$ cat config.mk
export PLATFORM = sky130hd
export DESIGN_NAME = alu_seq_flat
export DESIGN_NICKNAME = d
export VERILOG_FILES = /design/src/rtl/alu_seq_if.sv /design/src/rtl/alu_seq.sv /design/src/flat_wrapper.sv
export SDC_FILE = /design/constraint.sdc
export NUM_CORES = 1
export LEC_CHECK = 0
export CAP_MARGIN = 20
export CORE_ASPECT_RATIO = 1.4
export CORE_MARGIN = 2
export CORE_UTILIZATION = 40
export CTS_CLUSTER_SIZE = 10
export DETAILED_ROUTE_END_ITERATION = 12
export HOLD_SLACK_MARGIN = 0.03
export SLEW_MARGIN = 10
export SYNTH_ARGS = -nofsm -noshare
export SYNTH_HDL_FRONTEND = slang
export SYNTH_SLANG_ARGS = --single-unit
$ cat constraint.sdc
create_clock -name clk -period 5.05 [get_ports clk]
set_clock_uncertainty 0.2 [all_clocks]
set_input_delay 0.7575 -clock clk [delete_from_list [all_inputs] [get_ports clk]]
set_output_delay 0.7575 -clock clk [all_outputs]
set_load 0.005 [all_outputs]
$ cat src/rtl/alu_seq_if.sv
// alu_seq request/result bundle.
// Master drives the request, slave returns result and flags.
interface alu_seq_if #(
  parameter int WIDTH = 8
);
  logic             start;
  logic [3:0]       alu_op;
  logic [WIDTH-1:0] inputA;
  logic [WIDTH-1:0] inputB;
  logic             carry_in;
  logic             decimal_in;
  logic             busy;
  logic             done;
  logic [WIDTH-1:0] ALU_output;
  logic [7:0]       ALU_flags_output;
  logic [7:0]       ALU_flags_mask;

  modport master (
    output start, alu_op, inputA, inputB,
    output carry_in, decimal_in,
    input  busy, done, ALU_output,
    input  ALU_flags_output, ALU_flags_mask
  );

  modport slave (
    input  start, alu_op, inputA, inputB,
    input  carry_in, decimal_in,
    output busy, done, ALU_output,
    output ALU_flags_output, ALU_flags_mask
  );
endinterface

$ cat src/rtl/alu_seq.sv
// Multi-cycle 6502-style ALU with C/Z/V/N flags.
// Optional BCD adjust cycle for 8-bit ADC/SBC.
module alu_seq #(
  parameter int WIDTH      = 8,
  parameter bit DECIMAL_EN = 1'b1
) (
  input logic      clk,
  input logic      rst,
  alu_seq_if.slave bus
);
  localparam bit DEC_OK = DECIMAL_EN && (WIDTH == 8);

  localparam logic [3:0] OP_ASL = 4'd0;
  localparam logic [3:0] OP_LSR = 4'd1;
  localparam logic [3:0] OP_ROL = 4'd2;
  localparam logic [3:0] OP_ROR = 4'd3;
  localparam logic [3:0] OP_AND = 4'd4;
  localparam logic [3:0] OP_ORA = 4'd5;
  localparam logic [3:0] OP_EOR = 4'd6;
  localparam logic [3:0] OP_ADC = 4'd7;
  localparam logic [3:0] OP_SBC = 4'd8;
  localparam logic [3:0] OP_CMP = 4'd9;
  localparam logic [3:0] OP_INC = 4'd10;
  localparam logic [3:0] OP_DEC = 4'd11;

  typedef enum logic [1:0] {
    IDLE, EXEC, ADJ, DONE
  } state_t;

  state_t           state;
  logic [3:0]       op_q;
  logic [WIDTH-1:0] a_q;
  logic [WIDTH-1:0] b_q;
  logic             c_q;
  logic             d_q;

  logic [WIDTH-1:0] b_eff;
  logic [WIDTH-1:0] r;
  logic [WIDTH:0]   sum;
  logic             cin;
  logic             cf;
  logic             vf;
  logic [7:0]       msk;
  logic [7:0]       bin_f;
  logic [4:0]       lo;
  logic [7:0]       t;
  logic             dc;
  logic [7:0]       dec_f;
  logic             is_dec;

  // Shared adder: ADC uses B, SBC/CMP use ~B; CMP forces carry-in.
  always_comb begin
    b_eff = (op_q == OP_ADC) ? b_q : ~b_q;
    cin   = (op_q == OP_CMP) ? 1'b1 : c_q;
    sum   = {1'b0, a_q} + {1'b0, b_eff}
          + {{WIDTH{1'b0}}, cin};
    r   = '0;
    cf  = 1'b0;
    vf  = 1'b0;
    msk = 8'h00;
    case (op_q)
      OP_ASL: begin
        r   = {a_q[WIDTH-2:0], 1'b0};
        cf  = a_q[WIDTH-1];
        msk = 8'h83;
      end
      OP_LSR: begin
        r   = {1'b0, a_q[WIDTH-1:1]};
        cf  = a_q[0];
        msk = 8'h83;
      end
      OP_ROL: begin
        r   = {a_q[WIDTH-2:0], c_q};
        cf  = a_q[WIDTH-1];
        msk = 8'h83;
      end
      OP_ROR: begin
        r   = {c_q, a_q[WIDTH-1:1]};
        cf  = a_q[0];
        msk = 8'h83;
      end
      OP_AND: begin
        r   = a_q & b_q;
        msk = 8'h82;
      end
      OP_ORA: begin
        r   = a_q | b_q;
        msk = 8'h82;
      end
      OP_EOR: begin
        r   = a_q ^ b_q;
        msk = 8'h82;
      end
      OP_ADC, OP_SBC: begin
        r   = sum[WIDTH-1:0];
        cf  = sum[WIDTH];
        vf  = (a_q[WIDTH-1] == b_eff[WIDTH-1])
           && (r[WIDTH-1] != a_q[WIDTH-1]);
        msk = 8'hC3;
      end
      OP_CMP: begin
        r   = sum[WIDTH-1:0];
        cf  = sum[WIDTH];
        msk = 8'h83;
      end
      OP_INC: begin
        r   = a_q + WIDTH'(1);
        msk = 8'h82;
      end
      OP_DEC: begin
        r   = a_q - WIDTH'(1);
        msk = 8'h82;
      end
      default: ;
    endcase
    bin_f = {r[WIDTH-1], vf, 4'b0000, ~|r, cf} & msk;
  end

  // BCD correction works from the binary sum and nibble carry.
  always_comb begin
    lo = {1'b0, a_q[3:0]} + {1'b0, b_eff[3:0]}
       + {4'b0000, c_q};
    t  = 8'(sum[WIDTH-1:0]);
    dc = sum[WIDTH];
    if (op_q == OP_ADC) begin
      if (lo > 5'd9) t = t + 8'h06;
      dc = (t[7:4] > 4'd9) || sum[WIDTH];
      if (dc) t = t + 8'h60;
    end else begin
      if (!lo[4]) t = t - 8'h06;
      if (!sum[WIDTH]) t = t - 8'h60;
    end
    dec_f = {t[7], bin_f[6], 4'b0000, ~|t, dc};
  end

  assign is_dec = DEC_OK && d_q
               && (op_q == OP_ADC || op_q == OP_SBC);

  always_ff @(posedge clk) begin
    if (rst) begin
      state                <= IDLE;
      op_q                 <= '0;
      a_q                  <= '0;
      b_q                  <= '0;
      c_q                  <= 1'b0;
      d_q                  <= 1'b0;
      bus.busy             <= 1'b0;
      bus.done             <= 1'b0;
      bus.ALU_output       <= '0;
      bus.ALU_flags_output <= '0;
      bus.ALU_flags_mask   <= '0;
    end else begin
      unique case (state)
        IDLE: begin
          if (bus.start) begin
            op_q     <= bus.alu_op;
            a_q      <= bus.inputA;
            b_q      <= bus.inputB;
            c_q      <= bus.carry_in;
            d_q      <= bus.decimal_in;
            bus.busy <= 1'b1;
            state    <= EXEC;
          end
        end
        EXEC: begin
          bus.ALU_output       <= r;
          bus.ALU_flags_output <= bin_f;
          bus.ALU_flags_mask   <= msk;
          if (is_dec) begin
            state <= ADJ;
          end else begin
            bus.busy <= 1'b0;
            bus.done <= 1'b1;
            state    <= DONE;
          end
        end
        ADJ: begin
          bus.ALU_output       <= WIDTH'(t);
          bus.ALU_flags_output <= dec_f;
          bus.busy             <= 1'b0;
          bus.done             <= 1'b1;
          state                <= DONE;
        end
        DONE: begin
          bus.done <= 1'b0;
          state    <= IDLE;
        end
      endcase
    end
  end
endmodule

$ cat src/flat_wrapper.sv
// flat-port wrapper written by rule: the top's interface ports become plain ports
module alu_seq_flat 
#(
  parameter int WIDTH      = 8,
  parameter bit DECIMAL_EN = 1'b1
)
  (clk, rst, bus_start, bus_alu_op, bus_inputA, bus_inputB, bus_carry_in, bus_decimal_in, bus_busy, bus_done, bus_ALU_output, bus_ALU_flags_output, bus_ALU_flags_mask);
  alu_seq_if #(.WIDTH(WIDTH)) bus_i ();
  input logic clk;
  input logic rst;
  input wire logic [$bits(bus_i.start)-1:0] bus_start;
  input wire logic [$bits(bus_i.alu_op)-1:0] bus_alu_op;
  input wire logic [$bits(bus_i.inputA)-1:0] bus_inputA;
  input wire logic [$bits(bus_i.inputB)-1:0] bus_inputB;
  input wire logic [$bits(bus_i.carry_in)-1:0] bus_carry_in;
  input wire logic [$bits(bus_i.decimal_in)-1:0] bus_decimal_in;
  output wire logic [$bits(bus_i.busy)-1:0] bus_busy;
  output wire logic [$bits(bus_i.done)-1:0] bus_done;
  output wire logic [$bits(bus_i.ALU_output)-1:0] bus_ALU_output;
  output wire logic [$bits(bus_i.ALU_flags_output)-1:0] bus_ALU_flags_output;
  output wire logic [$bits(bus_i.ALU_flags_mask)-1:0] bus_ALU_flags_mask;
  assign bus_i.start = bus_start;
  assign bus_i.alu_op = bus_alu_op;
  assign bus_i.inputA = bus_inputA;
  assign bus_i.inputB = bus_inputB;
  assign bus_i.carry_in = bus_carry_in;
  assign bus_i.decimal_in = bus_decimal_in;
  assign bus_busy = bus_i.busy;
  assign bus_done = bus_i.done;
  assign bus_ALU_output = bus_i.ALU_output;
  assign bus_ALU_flags_output = bus_i.ALU_flags_output;
  assign bus_ALU_flags_mask = bus_i.ALU_flags_mask;
  alu_seq #(.WIDTH(WIDTH), .DECIMAL_EN(DECIMAL_EN)) u_core (.clk(clk), .rst(rst), .bus(bus_i));
endmodule
Word level (Yosys, flattened, before mapping)
Cells that the tools add are included.

storage, ports and cells
  flip-flop bits (word level) = 50
  input port bits = 25
  output and inout bits = 26

operators by class
  $add $sub $neg = 10
  order comparisons = 2
  equality and inequality tests = 18
  mux-type cells = 24
  bitwise logic cells = 5
  reduce and logical (&&, ||, !) cells = 22

operators with widths
  operator                                                             number
  8-bit one-hot mux with 10 select lines                               1
  8-bit 2-to-1 mux                                                     8
  8-bit one-hot mux with 2 select lines                                2
  8-bit one-hot mux with 3 select lines                                1
  8-bit bitwise AND                                                    2
  4-bit by 3-bit == test with 1-bit output (second input constant)     4
  4-bit == test (second input constant)                                4
  8-bit OR reduction                                                   2
  5-bit OR reduction                                                   2
  8-bit by 8-bit adder with 9-bit output                               1
  9-bit by 1-bit adder with 9-bit output                               1
  1-bit one-hot mux with 3 select lines                                3
  8-bit by 1-bit adder with 8-bit output (second input constant)       1
  8-bit by 3-bit adder with 8-bit output (second input constant)       1
  8-bit by 7-bit adder with 8-bit output (second input constant)       1
  4-bit by 2-bit == test with 1-bit output (second input constant)     2
  8-bit inverter                                                       1
  8-bit bitwise OR                                                     1
  2-bit one-hot mux with 4 select lines                                1
  8-bit by 1-bit subtractor with 8-bit output (second input constant)  1
  8-bit by 3-bit subtractor with 8-bit output (second input constant)  1
  8-bit by 7-bit subtractor with 8-bit output (second input constant)  1
  8-bit XOR                                                            1
  1-bit 2-to-1 mux                                                     7
  22 further kinds                                                     31

Depth between registers and ports, before layout
Gate-level depths: netlist of run 1.

  depth after elaboration = 14
  depth in mapped cells = 20

Least setup slack after synthesis of run 1
OpenSTA, ideal clock, no wires.

  kind = register -> register
  start point = reg u_core.op_q[3]
  end point = reg u_core.bus.ALU_flags_output[1]
  data arrival time = 4.342 ns
  required time = 4.775 ns
  path slack = 0.433 ns
  stages on the path, launching flop included = 21
  buffers on the path = 3
  clock period less this slack = 4.617 ns
  cells stage by stage = dfxtp_1 > clkbuf_1 > nor2b_1 > and3_1 > clkbuf_8 > buf_6 > xnor2_1 > fa_1 > inv_1 > fa_1 > a211oi_4 > o21ba_1 > nor2_4 > or4_4 > xnor2_2 > ha_1 > o21a_1 > o21ai_0 > o211ai_1 > or3_1 > o22ai_1

between the ends
  longest elaborated chain between the ends = 14

ends and longest elaborated chain
  element                                                                          line              source
  from (decl)                                                                      alu_seq.sv:31     logic [3:0] op_q;
  from (signal assigned)                                                           alu_seq.sv:156    op_q <= bus.alu_op;
  branches (longest 13 deep; another with 8-bit by 8-bit adder with 9-bit output)  --
  8-bit one-hot mux with 2 select lines *                                          alu_seq.sv:153    unique case (state)
  to (signal assigned)                                                             alu_seq.sv:167    bus.ALU_flags_output <= bin_f;
  to (decl)                                                                        alu_seq_if.sv:29  output ALU_flags_output, ALU_flags_mask

Mark *: on every way between the ends. The select of a mux whose other input is x is not followed.
A chain may end at the register's enable or synchronous reset.

Worst setup path after layout of run 1
  start point = reg u_core.op_q[3]
  end point = reg u_core.bus.ALU_output[7]

between the ends
  longest elaborated chain between the ends = 12

ends and longest elaborated chain
  element                                                                          line              source
  branches (longest 11 deep; another with 8-bit by 8-bit adder with 9-bit output)  --
  8-bit one-hot mux with 2 select lines *                                          alu_seq.sv:153
  to (signal assigned)                                                             alu_seq.sv:166    bus.ALU_output <= r;
  to (signal assigned)                                                             alu_seq.sv:178    bus.ALU_output <= WIDTH'(t);
  to (decl)                                                                        alu_seq_if.sv:28  output busy, done, ALU_output,

Marks and branches as above.

==> summary.md, run 1 <==
| Metric | Value |
|---|---|
| WS Path Type | flip-flop to flip-flop |
| WP data arrival | 4760 ps |
| Maximum clock path buffer count | 2 |
| FF+latch count, synth | 41 |
| Leak pwr | 1.80 nW |
| Critical Path RT | 5060 ps |
| Most numerous cell in the Yosys netlist | nand2_1 |
| Buf+Inv Stages, Crit Path | 3 |
| Initial antenna violation count | 0 |
| HP Class | flip-flop to flip-flop |
| Fmax achieved | 210 MHz |
| CTS tree | done |
| Die width | 88.3 um |
| Peak supply drop | 0.340 mV |
| First-pass GRT wire length | 17.0 mm |
| Post-DRT Antenna Nets | 0 |
| HPWL after DPL | 8.29 mm |
| Area contributors post-synth | dfxtp_1, ha_1, nand2_1 |
| Slowest stage cell on the critical path | dfxtp_1 |
| Cell mode on critical path | inv_1 |
| Initial Util | 0.406 |
| DR iter-0 viols | 231 |
| Layout cells sized above 1 | 0.0708 |
| Worst Tran Pin Value | 1020 ps |
| Clk root buf | clkbuf_16 |
| Worst reg-to-reg setup slack | 300 ps |
| Die area | 10800 um2 |
| Routed vias/inst | 5.56 |
| Status | completed |
| Synth cell types | 82 |
| DRT Pass-1 Iters | 4 |
| Post-synth EDFFs | 0 |
| Cells on Worst Hold Path | 2 |
| Core area | 9790 um2 |
| CTS sink count | 41 |
| Cells after Synth | 508 |
| Fin. max-slew vios | 0 |
| Pwr dens | 629 nW/um2 |
| Crit path largest cell delay | 500 ps |
| # setup viols final | 0 |
| Post-synthesis cell area | 3980 um2 |
| Vias in the first global route | 3438 |
| Final WS setup | 296 ps |
| Yosys warning count | 0 |
| Dominant cell type by area after synthesis | dfxtp_1 |
| Cell Count, Final, Fillers Out | 672 |
| Total gr overflow | 0 |
| Post-CTS Hold Buffers | 0 |
| Min cycle time layout | 4750 ps |
| Seq/Total Area, Yosys | 0.206 |
| Worst R2R Start | u_core.op_q[3] |
| Max Cap Viol | 0 |
| Drc violations | 0 |
| Row cnt | 43 |
| H-Tree Depth | 2 |
| Max-Slew Margin vs Limit | 0.318 |
| Final setup TNS | 0 ps |
| Top cell type's share of synthesized area | 0.206 |
| Num CTS Buffers | 5 |
| Inst Count DP | 663 |
| Gr usage total | 0.202 |
| Worst-path clk slew | 60 ps |
| RSZ-0062 raised after global routing | false |
| Avg Synthesized Cell Area | 7.82 um2 |
| RD Place Congestion | 0.874 |
| Hold Path Sink | u_core.bus.ALU_flags_output[0] |
| Final wirelength | 10.6 mm |
| IO Count | 51 |
| Port Buf Inserts | 42 |
| Area grow syn2layout | 15.3% |
| Wire per inst | 15.8 um |
| Die Y-Extent | 122 um |
| Largest net degree at the start of global routing | 43 |
| Critical-path cell list | nor2b_1 > and3_1 > xnor2_1 > fa_1 > inv_1 > fa_1 > xor2_1 > inv_1 > ha_1 > inv_1 > o2111ai_4 > or3_4 > a21o_2 > o211a_1 > o311a_1 > nor3_1 |
| Post-synth top cells | nand2_1, a21oi_1, dfxtp_1, ha_1, nor2_1 |
| Post-CTS Setup Inserts | 0 |
| CTS resizes | 0 |
| Final Core Density | 0.468 |
| Crit path max-delay family | simple AND/OR/NAND/NOR gates |
| Async set-reset flop share out of synthesis | 0 |
| Worst Reg-to-Reg Cells | 16 |
| Period utilisation layout | 0.941 |
| Via Count | 3735 |
| Worst-skew pair later-pin latency | 280 ps |
| Layout Nets | 603 |
| CP max FO | 10 |
| HP Start | u_core.bus.ALU_flags_output[0] |
| Main flop type after synthesis | dfxtp_1 |
| Crit end category | flip-flop |
| ANT cells | 0 |
| Worst r2r dst | u_core.bus.ALU_output[7] |
| Kind of start point of the critical path | flip-flop |
| Final hold vios | 0 |
| Pre-CTS setup slack | 376 ps |
sequential cells by signal (all words and copies together), names as in the netlist:
name and count:
u_core.bus.ALU_flags_output 4, u_core.op_q 4, u_core.bus.ALU_output 8, u_core.d_q 1, u_core.state 2, u_core.c_q 1, u_core.a_q 8, u_core.bus.ALU_flags_mask 3
u_core.b_q 8, u_core.bus.done 1, u_core.bus.busy 1
per-layer routing:
layer / GRT usage / vias to the layer above / routed length (um)
met2: 0.345 / 110 / 5220
met3: 0.0257 / 23 / 376
li1: - / 1849 / -
met1: 0.254 / 1753 / 4640
met4: 0.0833 / 0 / 369
met5: 0 / - / 0
final cells by class:
cell class	count	area, um2
fillers	1005	5210
inverters	33	124
well taps	135	169
clock inverters	1	30.0
clock buffers	7	143
multi-input cells	406	2820
flip-flops and latches	41	821
repair buffers	49	477
cell usage in the layout, fill, tap and decap left out, drive strengths merged, types with 3 or more instances in the layout:
cell type       n
nor3           11
a221oi          7
buf             7
conb            8
inv            33
nor3b           4
a2111oi         3
fa              5
and2            4
a21oi          47
clkbuf          7
dfxtp          41
a211oi          4
o21ai          19
a31oi           4
o22ai           6
xor2            5
clkdlybuf4s50  42
and3            4
nor2b           5
nand3           8
xnor2          23
a21o            7
nand2b          3
o211ai         10
nand2          75
o2111ai         4
mux2i           9
nor2           39
or3             5
ha             37
or2             4
o21a            4
through the flow:
stage               hold WS, ps  total power [mW]  cell area (um2)
floorplan                   248              2.02             4000
global placement            257              2.46             4400
detailed placement          266              2.48             4400
CTS                         274              2.86             4570
global route                291              3.12             4580
finish                      267              2.88             4580
where the power goes:
group	switching [mW]	leakage (nW)	total, mW	internal, mW
clock network	0.126	0.0841	0.373	0.247
logic	1.15	1.38	2.01	0.852
registers	0.0939	0.336	0.503	0.409
worst max-delay path by stage:
stage | startpoint | to | slack [ps] | depth (start not counted)
after detailed placement | u_core.op_q[3] | u_core.bus.ALU_output[7] | 380 | 16
after global routing | u_core.op_q[3] | u_core.bus.ALU_flags_output[0] | 30 | 16
after global placement | u_core.op_q[3] | u_core.bus.ALU_flags_output[7] | 540 | 16
final | u_core.op_q[3] | u_core.bus.ALU_output[7] | 300 | 16
after CTS | u_core.op_q[3] | u_core.bus.ALU_output[7] | 350 | 16
after floorplan | u_core.op_q[3] | u_core.bus.ALU_flags_output[1] | 430 | 20
worst min-delay path, delay by kind of cell (launching register included):
family           cells  cell delay (ps)
flip-flops           1              310
AND/OR/NAND/NOR      1               60
AO/OA/AOI/OAI        1               50
kinds of logic after synthesis:
group           after synthesis  share of synthesized area
simple gates                174                      0.210
fa+ha+maj                    42                      0.142
buf+inv                      68                     0.0903
xor+xnor                     29                     0.0692
other cells                   1                   0.000943
mux                          10                     0.0255
flops                        41                      0.206
compound gates              143                      0.256
(Power assumes the default switching activity.)
==> run 2, diff against run 1 <==
--- a/config.mk
+++ b/config.mk
@@ -12,6 +12,7 @@
 export CTS_CLUSTER_SIZE = 10
 export DETAILED_ROUTE_END_ITERATION = 12
 export HOLD_SLACK_MARGIN = 0.03
+export SKIP_LAST_GASP = 1
 export SLEW_MARGIN = 10
 export SYNTH_ARGS = -nofsm -noshare
 export SYNTH_HDL_FRONTEND = slang
==> results of run 2 <==
The final DEF is identical to that of run 1; final timing and power are the same.
==> run 3, diff against run 2 <==
--- a/config.mk
+++ b/config.mk
@@ -6,12 +6,15 @@
 export NUM_CORES = 1
 export LEC_CHECK = 0
 export CAP_MARGIN = 20
+export CELL_PAD_IN_SITES_DETAIL_PLACEMENT = 1
+export CELL_PAD_IN_SITES_GLOBAL_PLACEMENT = 1
 export CORE_ASPECT_RATIO = 1.4
 export CORE_MARGIN = 2
-export CORE_UTILIZATION = 40
+export CORE_UTILIZATION = 42
 export CTS_CLUSTER_SIZE = 10
 export DETAILED_ROUTE_END_ITERATION = 12
 export HOLD_SLACK_MARGIN = 0.03
+export PLACE_DENSITY_LB_ADDON = 0.1
 export SKIP_LAST_GASP = 1
 export SLEW_MARGIN = 10
 export SYNTH_ARGS = -nofsm -noshare
==> summary.md, run 3 (synthesis gave the netlist of run 1 again) <==
| Metric | Value |
|---|---|
| Status | completed |
| Post-CTS Setup Inserts | 0 (unchanged) |
| Wire per inst | 18.7 um (+19%) |
| Kind of start point of the critical path | flip-flop |
| HPWL after DPL | 9.62 mm (+16%) |
| WS Path Type | flip-flop to flip-flop |
| Final setup TNS | 0 ps (unchanged) |
| Peak supply drop | 0.441 mV (+30%) |
| Min cycle time layout | 4750 ps (-6.92 ps) |
| Most common cell after layout, fill and taps aside | nand2_1 |
| Period utilisation layout | 0.940 (-0.00137) |
| RD Place Congestion | 0.878 (+0.48%) |
| HP Class | flip-flop to flip-flop |
| ANT cells | 0 (unchanged) |
| Crit end category | flip-flop |
| Fill cells | 1177 (+17%) |
| Max-Slew Margin vs Limit | 0.528 (+0.209) |
| H-Tree Depth | 2 (unchanged) |
| WL met1 | 5.20 mm (+12%) |
| Initial antenna violation count | 0 (unchanged) |
| CTS sink count | 41 (unchanged) |
| Fin. max-slew vios | 0 (unchanged) |
| Drc violations | 0 (unchanged) |
| Layout cells sized above 1 | 0.0742 (+0.00345) |
| Maximum clock path buffer count | 2 (unchanged) |
| Die area | 10300 um2 (-4.6%) |
| DR top layer | met4 |
| Cell mode on critical path | inv_1 |
| Total gr overflow | 0 (unchanged) |
| Final hold vios | 0 (unchanged) |
| Max Cap Viol | 0 (unchanged) |
| Area grow syn2layout | 14.3% |
| Routed vias/inst | 5.84 (+5.1%) |
| RSZ-0062 raised after global routing | false |
| Multi-input logic area | 2820 um2 (unchanged) |
| Most frequent cells in the layout | nand2_1, a21oi_1, clkdlybuf4s50_1 |
| Met3 routed WL | 326 um (-13%) |
| CP max FO | 6 (-4) |
| Slowest stage cell on the critical path | xor2_1 |
| Crit path max-delay family | simple AND/OR/NAND/NOR gates |
| Crit path largest cell delay | 470 ps (-30 ps) |
| Worst-path clk slew | 60 ps (about the same) |
| Initial Util | 0.425 (+0.0190) |
| Row cnt | 42 (-2.3%) |
| Core area | 9350 um2 (-4.5%) |
| Post-DRT Antenna Nets | 0 (unchanged) |
| WP data arrival | 4750 ps (about the same) |
| CTS tree | done |
| Worst Tran Pin Value | 707 ps (-313 ps) |
| Fmax achieved | 211 MHz (+0.15%) |
| Leak pwr | 1.80 nW (+0.10%) |
| Critical-path cell list | nor2b_1 > and3_1 > xnor2_1 > fa_1 > inv_1 > fa_1 > xor2_1 > inv_1 > ha_1 > inv_1 > o2111ai_4 > or3_4 > a21o_2 > o211a_1 > o311a_1 > nor3_1 |
| Port Buf Inserts | 42 (unchanged) |
| IO Count | 51 (unchanged) |
| Post-CTS Hold Buffers | 0 (unchanged) |
| Via Count | 3791 (+1.5%) |
| Die width | 86.2 um (-2.3%) |
| Met2 wire length | 6.12 mm (+17%) |
| Pwr dens | 634 nW/um2 (+0.78%) |
| Biggest regs | u_core.a_q x8, u_core.b_q x8, u_core.bus.ALU_output x8 |
| Clk root buf | clkbuf_16 |
| DR iter-0 viols | 200 (-13%) |
| Largest net degree at the start of global routing | 43 (unchanged) |
| First-pass GRT wire length | 20.1 mm (+18%) |
| Vias in the first global route | 4040 (+18%) |
| Critical Path RT | 5060 ps (about the same) |
| CTS resizes | 0 (unchanged) |
| # setup viols final | 0 (unchanged) |
| Layout Nets | 606 (+0.50%) |
| Num CTS Buffers | 5 (unchanged) |
| Gr usage total | 0.246 (+0.0441) |
| Storage cell area | 821 um2 (unchanged) |
| Worst-skew pair later-pin latency | 280 ps (about the same) |
| Die Y-Extent | 119 um (-2.3%) |
| Tot Pwr | 2.88 mW (-0.13%) |
| DRT Pass-1 Iters | 4 (unchanged) |
| Final wirelength | 12.1 mm (+14%) |
| Buf+Inv Stages, Crit Path | 3 (unchanged) |
run 3: changes by cell type in the layout (fill, tap and decap cells not counted):
cell	delta
buf_2	+1
buf_4	+2
bufinv_16	-1
run 3: report_power, final:
| group | internal [mW] | switching (mW) | leakage (nW) |
|---|---|---|---|
| sequential | 0.409 | 0.0952 | 0.336 |
| combinational | 0.859 | 1.20 | 1.39 |
| clock | 0.194 | 0.121 | 0.0700 |
| total | 1.46 | 1.42 | 1.80 |
run 3: final timing paths:
path / from / end / slack, ps / cells after the start
worst min-delay path: u_core.bus.ALU_output[0] / u_core.bus.ALU_output[0] / 280 / 2
worst min register to register: u_core.bus.ALU_output[0] / u_core.bus.ALU_output[0] / 280 / 2
worst max register to register: u_core.op_q[2] / u_core.bus.ALU_flags_output[7] / 300 / 16
worst max-delay path: u_core.op_q[2] / u_core.bus.ALU_flags_output[7] / 300 / 16
run 3: routing by layer:
metal  vias up  track usage
met4         0        0.107
met1      1832        0.296
met3        33       0.0229
met2        81        0.438
met5         -            0
li1       1845            -
run 3: layout make-up:
cell class              count  share of cell area
inverters                  33              0.0273
clock buffers               7              0.0314
repair buffers             52               0.109
well taps                 110              0.0303
flip-flops and latches     41               0.181
multi-input cells         406               0.621
run 3: worst register-to-register path: cells and delay by family, from the launching register on:
family          cells  cell delay, ps
compound gates      4             960
xor+xnor            2             680
fa+ha+maj           3            1030
buf+inv             3             350
flops               1             330
simple gates        4            1140
run 3: metrics by stage:
step	instance area, um2	cells	util	hold slack, ps	worst slack, ps
after global placement	4380	640	0.469	252	610
after CTS	4530	647	0.484	277	322
after global routing	4540	649	0.486	305	30.1
after floorplan	4000	515	-	248	433
after detailed placement	4380	640	0.469	269	367
final	4540	649	0.486	276	303
